$ cat src/rtl/v3a_queue_client.sv
// Single-outstanding command client for a tagged double-ended queue.
// It accepts one command, drives the matching queue enable until the
// queue completes or the timeout expires, then holds a response until
// it is taken.
module v3a_queue_client #(
  parameter int unsigned p_depth     = 32,
  parameter int unsigned p_ptrwidth  = $clog2(p_depth),
  parameter int unsigned p_chanwidth = 32,
  parameter int unsigned p_timeout   = 64
) (
  input  logic                           clk,
  input  logic                           rst,
  // Command channel
  input  logic                           cmd_val,
  output logic                           cmd_rdy,
  input  logic [2:0]                     cmd_op,
  input  logic [p_ptrwidth-1:0]          cmd_tag,
  input  logic [p_chanwidth-1:0]         cmd_data,
  // Response channel
  output logic                           resp_val,
  input  logic                           resp_rdy,
  output logic [2:0]                     resp_op,
  output logic [2:0]                     resp_status,
  output logic [p_ptrwidth-1:0]          resp_tag,
  output logic [p_chanwidth-1:0]         resp_data,
  // Queue operation enables
  output logic                           enq_back_en,
  output logic                           enq_front_en,
  output logic                           deq_front_en,
  output logic                           deq_back_en,
  output logic                           upd_en,
  output logic                           del_en,
  // Queue completions
  input  logic                           enq_back_cpl,
  input  logic                           enq_front_cpl,
  input  logic                           deq_front_cpl,
  input  logic                           deq_back_cpl,
  input  logic                           upd_cpl,
  input  logic                           del_cpl,
  // Queue return values
  input  logic [p_ptrwidth-1:0]          enq_back_tag_out,
  input  logic [p_ptrwidth-1:0]          enq_front_tag_out,
  input  logic [p_chanwidth-1:0]         deq_front_data,
  input  logic [p_chanwidth-1:0]         deq_back_data,
  // Queue operation arguments
  output logic [p_chanwidth-1:0]         enq_back_data,
  output logic [p_chanwidth-1:0]         enq_front_data,
  output logic [p_chanwidth-1:0]         upd_data_in,
  output logic [p_ptrwidth-1:0]          upd_tag_in,
  output logic [p_ptrwidth-1:0]          del_tag_in,
  // Occupancy estimate
  output logic [$clog2(p_depth+1)-1:0]   count
);

  localparam int unsigned CntW = $clog2(p_depth + 1);
  localparam int unsigned TmrW = (p_timeout > 1) ? $clog2(p_timeout) : 1;

  localparam logic [2:0] OpEnqBack  = 3'd0;
  localparam logic [2:0] OpEnqFront = 3'd1;
  localparam logic [2:0] OpDeqFront = 3'd2;
  localparam logic [2:0] OpDeqBack  = 3'd3;
  localparam logic [2:0] OpUpd      = 3'd4;
  localparam logic [2:0] OpDel      = 3'd5;

  localparam logic [2:0] StsOk      = 3'd0;
  localparam logic [2:0] StsTimeout = 3'd1;
  localparam logic [2:0] StsFull    = 3'd2;
  localparam logic [2:0] StsEmpty   = 3'd3;
  localparam logic [2:0] StsBadop   = 3'd4;

  typedef enum logic [1:0] {StIdle, StIssue, StResp} state_e;

  state_e                 state_q, state_d;
  logic [2:0]             op_q;
  logic [p_ptrwidth-1:0]  tag_q;
  logic [p_chanwidth-1:0] data_q;
  logic [TmrW-1:0]        timer_q;
  logic [CntW-1:0]        count_q, count_d;
  logic [2:0]             resp_op_q, resp_op_d;
  logic [2:0]             resp_status_q, resp_status_d;
  logic [p_ptrwidth-1:0]  resp_tag_q, resp_tag_d;
  logic [p_chanwidth-1:0] resp_data_q, resp_data_d;

  logic cmd_fire;
  logic cpl_match;
  logic is_issue;
  logic op_is_enq_q;
  logic op_is_dec_q;

  assign cmd_fire    = cmd_val && cmd_rdy;
  assign is_issue    = (state_q == StIssue);
  assign op_is_enq_q = (op_q == OpEnqBack) || (op_q == OpEnqFront);
  assign op_is_dec_q = (op_q == OpDeqFront) || (op_q == OpDeqBack) || (op_q == OpDel);

  // Select the completion belonging to the latched operation; others are ignored.
  always_comb begin
    cpl_match = 1'b0;
    case (op_q)
      OpEnqBack:  cpl_match = enq_back_cpl;
      OpEnqFront: cpl_match = enq_front_cpl;
      OpDeqFront: cpl_match = deq_front_cpl;
      OpDeqBack:  cpl_match = deq_back_cpl;
      OpUpd:      cpl_match = upd_cpl;
      OpDel:      cpl_match = del_cpl;
      default:    cpl_match = 1'b0;
    endcase
  end

  // State register.
  always_ff @(posedge clk) begin
    if (rst) begin
      state_q <= StIdle;
    end else begin
      state_q <= state_d;
    end
  end

  // Next state, response capture and occupancy update.
  always_comb begin
    state_d       = state_q;
    resp_op_d     = resp_op_q;
    resp_status_d = resp_status_q;
    resp_tag_d    = resp_tag_q;
    resp_data_d   = resp_data_q;
    count_d       = count_q;
    case (state_q)
      StIdle: begin
        if (cmd_fire) begin
          resp_op_d     = cmd_op;
          resp_tag_d    = cmd_tag;
          resp_data_d   = cmd_data;
          resp_status_d = StsOk;
          if (cmd_op > OpDel) begin
            state_d       = StResp;
            resp_status_d = StsBadop;
          end else if ((cmd_op == OpEnqBack) || (cmd_op == OpEnqFront)) begin
            if (count_q == CntW'(p_depth)) begin
              state_d       = StResp;
              resp_status_d = StsFull;
            end else begin
              state_d = StIssue;
            end
          end else if (count_q == '0) begin
            state_d       = StResp;
            resp_status_d = StsEmpty;
          end else begin
            state_d = StIssue;
          end
        end
      end
      StIssue: begin
        // A completion in the expiry cycle still counts as success.
        if (cpl_match) begin
          state_d       = StResp;
          resp_status_d = StsOk;
          case (op_q)
            OpEnqBack:  resp_tag_d  = enq_back_tag_out;
            OpEnqFront: resp_tag_d  = enq_front_tag_out;
            OpDeqFront: resp_data_d = deq_front_data;
            OpDeqBack:  resp_data_d = deq_back_data;
            default:    ;
          endcase
          if (op_is_enq_q && (count_q != CntW'(p_depth))) begin
            count_d = count_q + 1'b1;
          end else if (op_is_dec_q && (count_q != '0)) begin
            count_d = count_q - 1'b1;
          end
        end else if (timer_q == TmrW'(p_timeout - 1)) begin
          state_d       = StResp;
          resp_status_d = StsTimeout;
        end
      end
      StResp: begin
        if (resp_rdy) begin
          state_d = StIdle;
        end
      end
      default: state_d = StIdle;
    endcase
  end

  // Command latch, issue timer, occupancy and response registers.
  always_ff @(posedge clk) begin
    if (rst) begin
      op_q          <= '0;
      tag_q         <= '0;
      data_q        <= '0;
      timer_q       <= '0;
      count_q       <= '0;
      resp_op_q     <= '0;
      resp_status_q <= '0;
      resp_tag_q    <= '0;
      resp_data_q   <= '0;
    end else begin
      if (cmd_fire) begin
        op_q   <= cmd_op;
        tag_q  <= cmd_tag;
        data_q <= cmd_data;
      end
      // Held at zero outside ISSUE so every issue starts from a cleared timer.
      timer_q       <= is_issue ? timer_q + 1'b1 : '0;
      count_q       <= count_d;
      resp_op_q     <= resp_op_d;
      resp_status_q <= resp_status_d;
      resp_tag_q    <= resp_tag_d;
      resp_data_q   <= resp_data_d;
    end
  end

  // Handshakes, queue enables and queue arguments.
  always_comb begin
    cmd_rdy  = !rst && (state_q == StIdle);
    resp_val = !rst && (state_q == StResp);
    // Each enable drops in the cycle its own completion arrives so the queue fires once.
    enq_back_en  = !rst && is_issue && (op_q == OpEnqBack)  && !enq_back_cpl;
    enq_front_en = !rst && is_issue && (op_q == OpEnqFront) && !enq_front_cpl;
    deq_front_en = !rst && is_issue && (op_q == OpDeqFront) && !deq_front_cpl;
    deq_back_en  = !rst && is_issue && (op_q == OpDeqBack)  && !deq_back_cpl;
    upd_en       = !rst && is_issue && (op_q == OpUpd)      && !upd_cpl;
    del_en       = !rst && is_issue && (op_q == OpDel)      && !del_cpl;
    enq_back_data  = is_issue ? data_q : '0;
    enq_front_data = is_issue ? data_q : '0;
    upd_data_in    = is_issue ? data_q : '0;
    upd_tag_in     = is_issue ? tag_q  : '0;
    del_tag_in     = is_issue ? tag_q  : '0;
  end

  assign resp_op     = resp_op_q;
  assign resp_status = resp_status_q;
  assign resp_tag    = resp_tag_q;
  assign resp_data   = resp_data_q;
  assign count       = count_q;

endmodule

$ cat config.mk
export PLATFORM = sky130hd
export DESIGN_NAME = v3a_queue_client
export DESIGN_NICKNAME = d
export VERILOG_FILES = /design/src/rtl/v3a_queue_client.sv
export SDC_FILE = /design/constraint.sdc
export NUM_CORES = 1
export LEC_CHECK = 0
export BUFFER_PORTS_ARGS = -buffer_cell sky130_fd_sc_hd__buf_4
export CAP_MARGIN = 20
export CORE_MARGIN = 2
export CORE_UTILIZATION = 48
export CTS_BUF_LIST = sky130_fd_sc_hd__clkbuf_4
export DETAILED_ROUTE_END_ITERATION = 16
export PLACE_DENSITY = 0.84
export SLEW_MARGIN = 20
export SYNTH_ARGS = -nofsm -noshare
export SYNTH_HDL_FRONTEND = slang
export SYNTH_SLANG_ARGS = --single-unit
$ cat constraint.sdc
create_clock -name clk -period 3.3 [get_ports clk]
set_input_delay 0.33 -clock clk [delete_from_list [all_inputs] [get_ports clk]]
set_output_delay 0.33 -clock clk [all_outputs]
set_load 0.02 [all_outputs]
# Word-level counts from Yosys, hierarchy flattened
# Index checks and enable logic that the tools add are counted.
# word_totals
register_bits,97
inputBits,124
word_cells,105
# classes
addsub,3
magnitude_cmp,1
n_eq_ne,17
muxes,30
bitwise,1
reduce_logical,43
# op_table
op,count
case mux 32 bit (2 select lines),2
two-way mux 32 bit,3
two-way mux 2 bit,10
case mux 5 bit (2 select lines),2
logical AND 1 bit,18
two-way mux 3 bit,5
two-way mux 5 bit,3
"adder 6 x 1 -> 6 bit, second input constant",2
"equality test 6 bit, second input constant",2
two-way mux 6 bit,2
AND reduction 3 bit,3
AND reduction 4 bit,2
zero test 1 bit,7
"equality test 3 x 1 -> 1 bit, second input constant",2
"equality test 3 x 2 -> 1 bit, second input constant",2
"equality test 3 bit, second input constant",2
zero test 3 bit,2
zero test 6 bit,1
"!= test 2 bit, second input constant",3
"!= test 3 x 1 -> 1 bit, second input constant",2
"!= test 6 bit, second input constant",1
case mux 1 bit (6 select lines),1
case mux 2 bit (3 select lines),1
case mux 3 bit (2 select lines),1
12 further kinds,16

# Longest topological paths before layout
# Gate-level depths: netlist of run 1.
# depth
ltp_word,6
ltp_mapped,9

# Worst setup path after synthesis of run 1
# Ideal clock, no wire load.
# synth_path
path_kind,register to register
start,"register count_q[1], in the netlist count[1]"
end,"register count_q[5], in the netlist count[5]"
setup_time_ns,0.145
t_arrival_ns,2.844
required_time_ns,3.155
path_slack_ns,0.310
path_stages_with_launch,9
cell_sequence,dfxtp_1 > or4_1 > o31ai_1 > ha_1 > a211oi_1 > o21bai_1 > a21o_1 > a221oi_1 > o311ai_0
# synth_via
elab_chain_cells,4
# synth_rtl
item,line_no,source
start: declaration,78,"logic [CntW-1:0] count_q, count_d;"
start signal: assignment,202,count_q <= count_d;
branches (longest 4 deep; another with subtractor 6 x 1 -> 6 bit),-,
# Parallel ways; which one is timed is not known. The select of a mux whose other input is x is not followed.
# A chain may end at the register's enable or synchronous reset.

# Worst setup path in the final report of run 1
# Ends and elaborated chain as after synthesis.

==> results of run 1 <==
cell families after synthesis:
| family | count (synthesis) |
|---|---|
| simple gates | 286 |
| buf+inv | 122 |
| mux | 48 |
| compound gates | 111 |
| xor+xnor | 11 |
| fa+ha+maj | 6 |
| flops | 97 |
power groups by stage:
stage | Clock [mW] | Combinational [mW] | Sequential [mW]
6_report | 0.626 | 0.593 | 1.30
5_1_grt | 0.695 | 0.645 | 1.31
4_1_cts | 0.642 | 0.596 | 1.30
3_5_place_dp | 0 | 0.594 | 1.33
3_3_place_gp | 0 | 0.585 | 1.32
2_1_floorplan | 0 | 0.313 | 1.35
state kept, by name (all words and copies together) (netlist names):
register and cells:
resp_tag 5, op_q 3, resp_op 3, data_q 32, state_q 2, tag_q 5, resp_data 32, count 6
timer_q 6, resp_status 3
area by class of cell:
| class | instances | area, sq um | area share (%) |
|---|---|---|---|
| clock buffer | 11 | 82.6 | 1.11 |
| clock inverter | 5 | 46.3 | 0.624 |
| inverter | 5 | 18.8 | 0.253 |
| multi-input combinational | 462 | 2930 | 39.5 |
| sequential | 97 | 1940 | 26.2 |
| tap | 143 | 179 | 2.41 |
| timing repair buffer | 294 | 2220 | 29.9 |
through the flow:
step           power (mW)  setup slack, ns
2_1_floorplan        1.66            0.310
3_3_place_gp         1.91            0.645
3_5_place_dp         1.92            0.610
4_1_cts              2.54            0.590
5_1_grt              2.65            0.351
6_report             2.52            0.601
placed cells by master, fill, tap and decap left out, drive strengths merged, types with 2 or more instances in the layout:
cell and n:
xnor2 5, o31ai 2, inv 5, ha 5
nor4 3, nand3 3, mux2i 44, a211oi 2
o21ai 4, mux2 2, nand3b 39, nor3 6
a21o 4, nor2 24, clkinv 4, nand2 154
nand2b 8, mux4 2, nor4b 2, buf 294
a211o 5, and2 39, a21oi 49, clkbuf 11
a31oi 2, xor2 6, dfxtp 97, nor2b 2
o211ai 33
final timing paths:
check	end	slack (ns)	cells past startpoint
worst min-delay path	tag_q[4]	0.07	3
worst max-delay path	count[5]	0.60	9
worst max register to register	count[5]	0.60	9
worst min register to register	resp_data[26]	0.46	2
routing by layer:
layer,GRT usage [%],vias to the layer above
met1,32.0,2449
met3,3.94,26
li1,-,2609
met2,43.4,202
met5,0,-
met4,9.19,0
critical path: stages, from the launching register on:
cell	delay, ns
dfxtp_1	0.38
or4_1	0.57
o31ai_1	0.21
buf_4	0.19
ha_1	0.25
a211oi_1	0.23
o21bai_1	0.12
a21o_1	0.21
a221oi_1	0.26
o311ai_0	0.16
==> results.sh, run 1 <==
export IMPL_wl_met3_mm=1.00
export IMPL_antenna_found_initial=0
export IMPL_drcViolationCount=0
export IMPL_start_kind="flip-flop"
export IMPL_cts_path_max_buffers=2
export IMPL_port_buffers=286
export IMPL_r2r_start="count[1]"
export IMPL_dr_first_iter_drc_count=399
export IMPL_drt_total_wl_mm=16.5
export IMPL_met1_length_mm=6.77
export IMPL_synth_seq_cells=97
export IMPL_pwr_share_clk_pct=24.9
export IMPL_rsz0062_at_grt="false"
export IMPL_drtAntennaViolNets=0
export IMPL_area_delta_synth_final_pct=31.6
export IMPL_yosys_warnings=0
export IMPL_synthAdderAreaFrac_pct=1.47
export IMPL_grt_max_degree=115
export IMPL_coreArea_sq_um=11400
export IMPL_clock_sinks=97
export IMPL_post_route_period_util_pct=81.8
export IMPL_gp_congestion=0.821
export IMPL_avgSynthCellArea_sq_um=8.27
export IMPL_pwr_share_comb_pct=23.5
export IMPL_synthSimpleGateAreaFrac_pct=24.7
export IMPL_hold_class="in -> reg"
export IMPL_synth_xor_area_share_pct=1.71
export IMPL_hold_violations=0
export IMPL_die_area_sq_um=12600
export IMPL_worstPathMaxFanout=8
export IMPL_io_pins=287
export IMPL_cts_resized=0
export IMPL_syn_area_sq_um=5630
export IMPL_worst_pin_slew_ns=0.951
export IMPL_switching_power_uw=748
export IMPL_firstDrtPassIters=5
export IMPL_root_buffer="clkbuf_4"
export IMPL_grt_pass1_wl_mm=25.7
export IMPL_numCtsBuffers=9
export IMPL_sequentialPowerShare_pct=51.6
export IMPL_route_met2_wl_mm=8.39
export IMPL_max_vdd_ir_drop_v=0.000243
export IMPL_via_per_inst=5.20
export IMPL_wl_per_cell_um=16.3
export IMPL_cts_setup_buffers=0
export IMPL_finalSetupTns_ns=0
export IMPL_whs_ns=0.0729
export IMPL_dp_hpwl_mm=12.0
export IMPL_grt_pass1_vias=4976
export IMPL_grt_usage_pct=25.2
export IMPL_fin_nets=999
export IMPL_synth_edf_count=0
export IMPL_period_needed_ns=2.70
export IMPL_setup_viol_count_final=0
export IMPL_synth_area_leader_cell="dfxtp_1"
export IMPL_gr_total_overflow=0
export IMPL_rows=39
export IMPL_initial_core_util_pct=49.3
export IMPL_crit_path_end_kind="flip-flop"
export IMPL_clock_latency_ns=0.44
export IMPL_min_from="cmd_tag[4]"
export IMPL_n_fill_cell=1016
export IMPL_synthTopCellsByCount="nand2_1, dfxtp_1, buf_4"
export IMPL_post_dp_cell_area_sq_um=7280
export IMPL_syn_inst=681
export IMPL_yosysMostFrequentCell="nand2_1"
export IMPL_p_per_area_nw_per_um2=340
export IMPL_yosysTopAreaCellShare_pct=34.5
export IMPL_cts_tree="done"
export IMPL_fmax_ghz=0.371
export IMPL_crit_path_start="count[1]"
export IMPL_muxShareOfSynthArea_pct=9.02
export IMPL_finClkSkew_ns=0.0146
export IMPL_relSlewSlack_pct=36.3
export IMPL_fin_area_sq_um=7410
export IMPL_path_clk_slew_ns=0.15
export IMPL_cp_required_ns=3.61
export IMPL_dr_max_layer_used="met4"
export IMPL_postSynth_asyncResetShare_pct=0
export IMPL_die_w_um=112
export IMPL_dp_cells=1001
export IMPL_die_h_um=112
export IMPL_stdcell_count=1017
export IMPL_ys_flop_type="dfxtp_1"
export IMPL_synth_compound_area_share_pct=14.8
export IMPL_synth_top_family_by_area="simple AND/OR/NAND/NOR gates"
export IMPL_fin_util_pct=64.9
export IMPL_syn_nets=811
export IMPL_ys_types=56
export IMPL_n_antenna_cell=0
export IMPL_slew_violations=0
export IMPL_arrival_ns=3.01
export IMPL_p_int_mw=1.77
export IMPL_synth_area_leaders="dfxtp_1, nand2_1, buf_4"
export IMPL_outcome="completed"
export IMPL_drive_above_1_share_pct=38.1
export IMPL_p_leak_nw=3.67
export IMPL_hold_buffers=0
export IMPL_vias=5286
export IMPL_criticalPathCategory="reg -> reg"
export IMPL_ctsHtreeMaxLevel=3
export IMPL_sw_frac_of_total_pct=29.7
export IMPL_drv_cap=0
export IMPL_yosysSeqAreaShare_pct=34.5
Note: power is estimated with default switching activity, not from simulation.
==> run 2, diff against run 1 <==
- clock period: 3.3 -> 2.8 ns (I/O delays scaled with it)
==> run 2 against run 1 <==
Worst setup slack worse by 0.48 ns. Via count up 0.79%. Sequential power increased by 18%. Highest routed layer unchanged.
==> results.sh, run 2 (synthesized netlist as in run 1, its figures left out) <==
export IMPL_grt_pass1_vias=4933
export IMPL_finClkSkew_ns=0.0164
export IMPL_p_int_mw=2.10
export IMPL_gp_congestion=0.836
export IMPL_setup_viol_count_final=0
export IMPL_crit_family="compound AO/OA/AOI/OAI gates"
export IMPL_clock_latency_ns=0.44
export IMPL_max_vdd_ir_drop_v=0.000232
export IMPL_numCtsBuffers=9
export IMPL_root_buffer="clkbuf_4"
export IMPL_p_per_area_nw_per_um2=399
export IMPL_die_area_sq_um=12600
export IMPL_post_route_period_util_pct=95.7
export IMPL_initial_core_util_pct=49.3
export IMPL_dp_hpwl_mm=12.3
export IMPL_finalSetupTns_ns=0
export IMPL_finalPower_mw=3.02
export IMPL_slowest_stage="or4_4"
export IMPL_relSlewSlack_pct=61.3
export IMPL_cp_required_ns=3.11
export IMPL_criticalPathCategory="reg -> reg"
export IMPL_worst_pin_slew_ns=0.581
export IMPL_via_per_inst=5.18
export IMPL_grt_pass1_wl_mm=25.9
export IMPL_hold_class="in -> reg"
export IMPL_arrival_ns=2.99
export IMPL_sequentialPowerShare_pct=50.7
export IMPL_path_cells="or4_4 -> o31ai_4 -> buf_4 -> ha_1 -> o21ai_0 -> o21bai_1 -> a21o_1 -> a221oi_2 -> o311ai_1"
export IMPL_port_buffers=286
export IMPL_dr_first_iter_drc_count=361
export IMPL_die_h_um=112
export IMPL_cts_path_max_buffers=2
export IMPL_final_cell_mix="buf_4, nand2_1, dfxtp_1"
export IMPL_die_w_um=112
export IMPL_gr_total_overflow=0
export IMPL_cts_tree="done"
export IMPL_hold_violations=0
export IMPL_drt_total_wl_mm=16.9
export IMPL_mostFrequentLayoutCell="buf_4"
export IMPL_n_fill_cell=987
export IMPL_slowest_delay_ns=0.55
export IMPL_firstDrtPassIters=5
export IMPL_clock_sinks=97
export IMPL_crit_path_end_kind="flip-flop"
export IMPL_stdcell_count=1029
export IMPL_slew_violations=0
export IMPL_coreArea_sq_um=11400
export IMPL_start_kind="flip-flop"
export IMPL_antenna_found_initial=0
export IMPL_fin_nets=1011
export IMPL_path_buf_inv=1
export IMPL_ctsHtreeMaxLevel=3
export IMPL_p_leak_nw=3.73
export IMPL_sw_frac_of_total_pct=30.4
export IMPL_n_antenna_cell=0
export IMPL_drcViolationCount=0
export IMPL_drv_cap=0
export IMPL_pwr_share_comb_pct=24.4
export IMPL_vias=5328
export IMPL_area_delta_synth_final_pct=34.4
export IMPL_drtAntennaViolNets=0
export IMPL_path_clk_slew_ns=0.15
export IMPL_grt_max_degree=69
export IMPL_period_needed_ns=2.68
export IMPL_pwr_share_clk_pct=25.0
export IMPL_fmax_ghz=0.373
export IMPL_worstPathMaxFanout=4
export IMPL_dp_cells=1007
export IMPL_grt_usage_pct=25.4
export IMPL_switching_power_uw=919
export IMPL_drive_above_1_share_pct=39.1
export IMPL_wl_per_cell_um=16.4
export IMPL_io_pins=287
export IMPL_outcome="completed"
export IMPL_rows=39
==> run 2: cell count changes in the layout (fill, tap and decap cells not counted), sizes merged <==
| cell | change |
|---|---|
| clkbuf | -1 |
| dlygate4sd3 | +6 |
| clkinvlp | +1 |
| buf | +6 |
==> run 2: area by class of cell <==
cell class / count / area, sq um / area share (%)
clock buffer: 10 / 75.1 / 0.992
multi-input combinational: 462 / 2970 / 39.3
inverter: 5 / 18.8 / 0.248
tap: 143 / 179 / 2.36
timing repair buffer: 306 / 2320 / 30.7
clock inverter: 6 / 58.8 / 0.777
sequential: 97 / 1940 / 25.6
==> run 2: worst paths after layout <==
check,from,to,slack (ns),cells past startpoint
worst max-delay path,count[2],count[5],0.12,9
worst min-delay path,cmd_data[28],data_q[28],0.03,3
worst max register to register,count[2],count[5],0.12,9
worst min register to register,resp_data[2],resp_data[2],0.46,2
==> run 2: worst register-to-register path: cells and delay by family (launching register included) <==
family | cells | cell delay, ns
compound gates | 6 | 1.19
fa+ha+maj | 1 | 0.25
buf+inv | 1 | 0.19
flops | 1 | 0.37
simple gates | 1 | 0.55
==> run 2: through the flow <==
stage	area, sq um	utilization (%)	hold WS, ns	setup WS (ns)
final	7570	66.3	0.0259	0.121
after global routing	7570	66.3	0.00258	-0.0221
after CTS	7530	65.9	0.000777	0.0380
after detailed placement	7330	64.2	0.443	0.0938
after global placement	7330	64.2	0.440	0.186
after floorplan	5640	-	0.379	0.0187
==> run 2: power by group through the flow <==
stage                     Combinational (mW)  Clock (mW)  Sequential, mW
after floorplan                        0.371           0            1.59
after global placement                 0.702           0            1.56
after detailed placement               0.713           0            1.56
after CTS                              0.723       0.779            1.53
after global routing                   0.794       0.833            1.54
final                                  0.735       0.754            1.53
==> run 2: timing repair <==
item / 4_1_cts / 5_1_grt
hold endpoints to repair: 6 / 0
setup endpoints to repair: 0 / 1
hold buffers: 6 / 0
resized for setup: 0 / 8
setup buffers: 0 / 0
==> run 2: layer usage <==
metal  routed length, um  global-route usage [%]  vias to the layer above
met4                 298                    7.56                        0
met5                   0                       0                        -
met3                1050                    5.51                       21
met1                7070                    32.0                     2479
met2                8500                    43.7                      191
li1                    -                       -                     2637
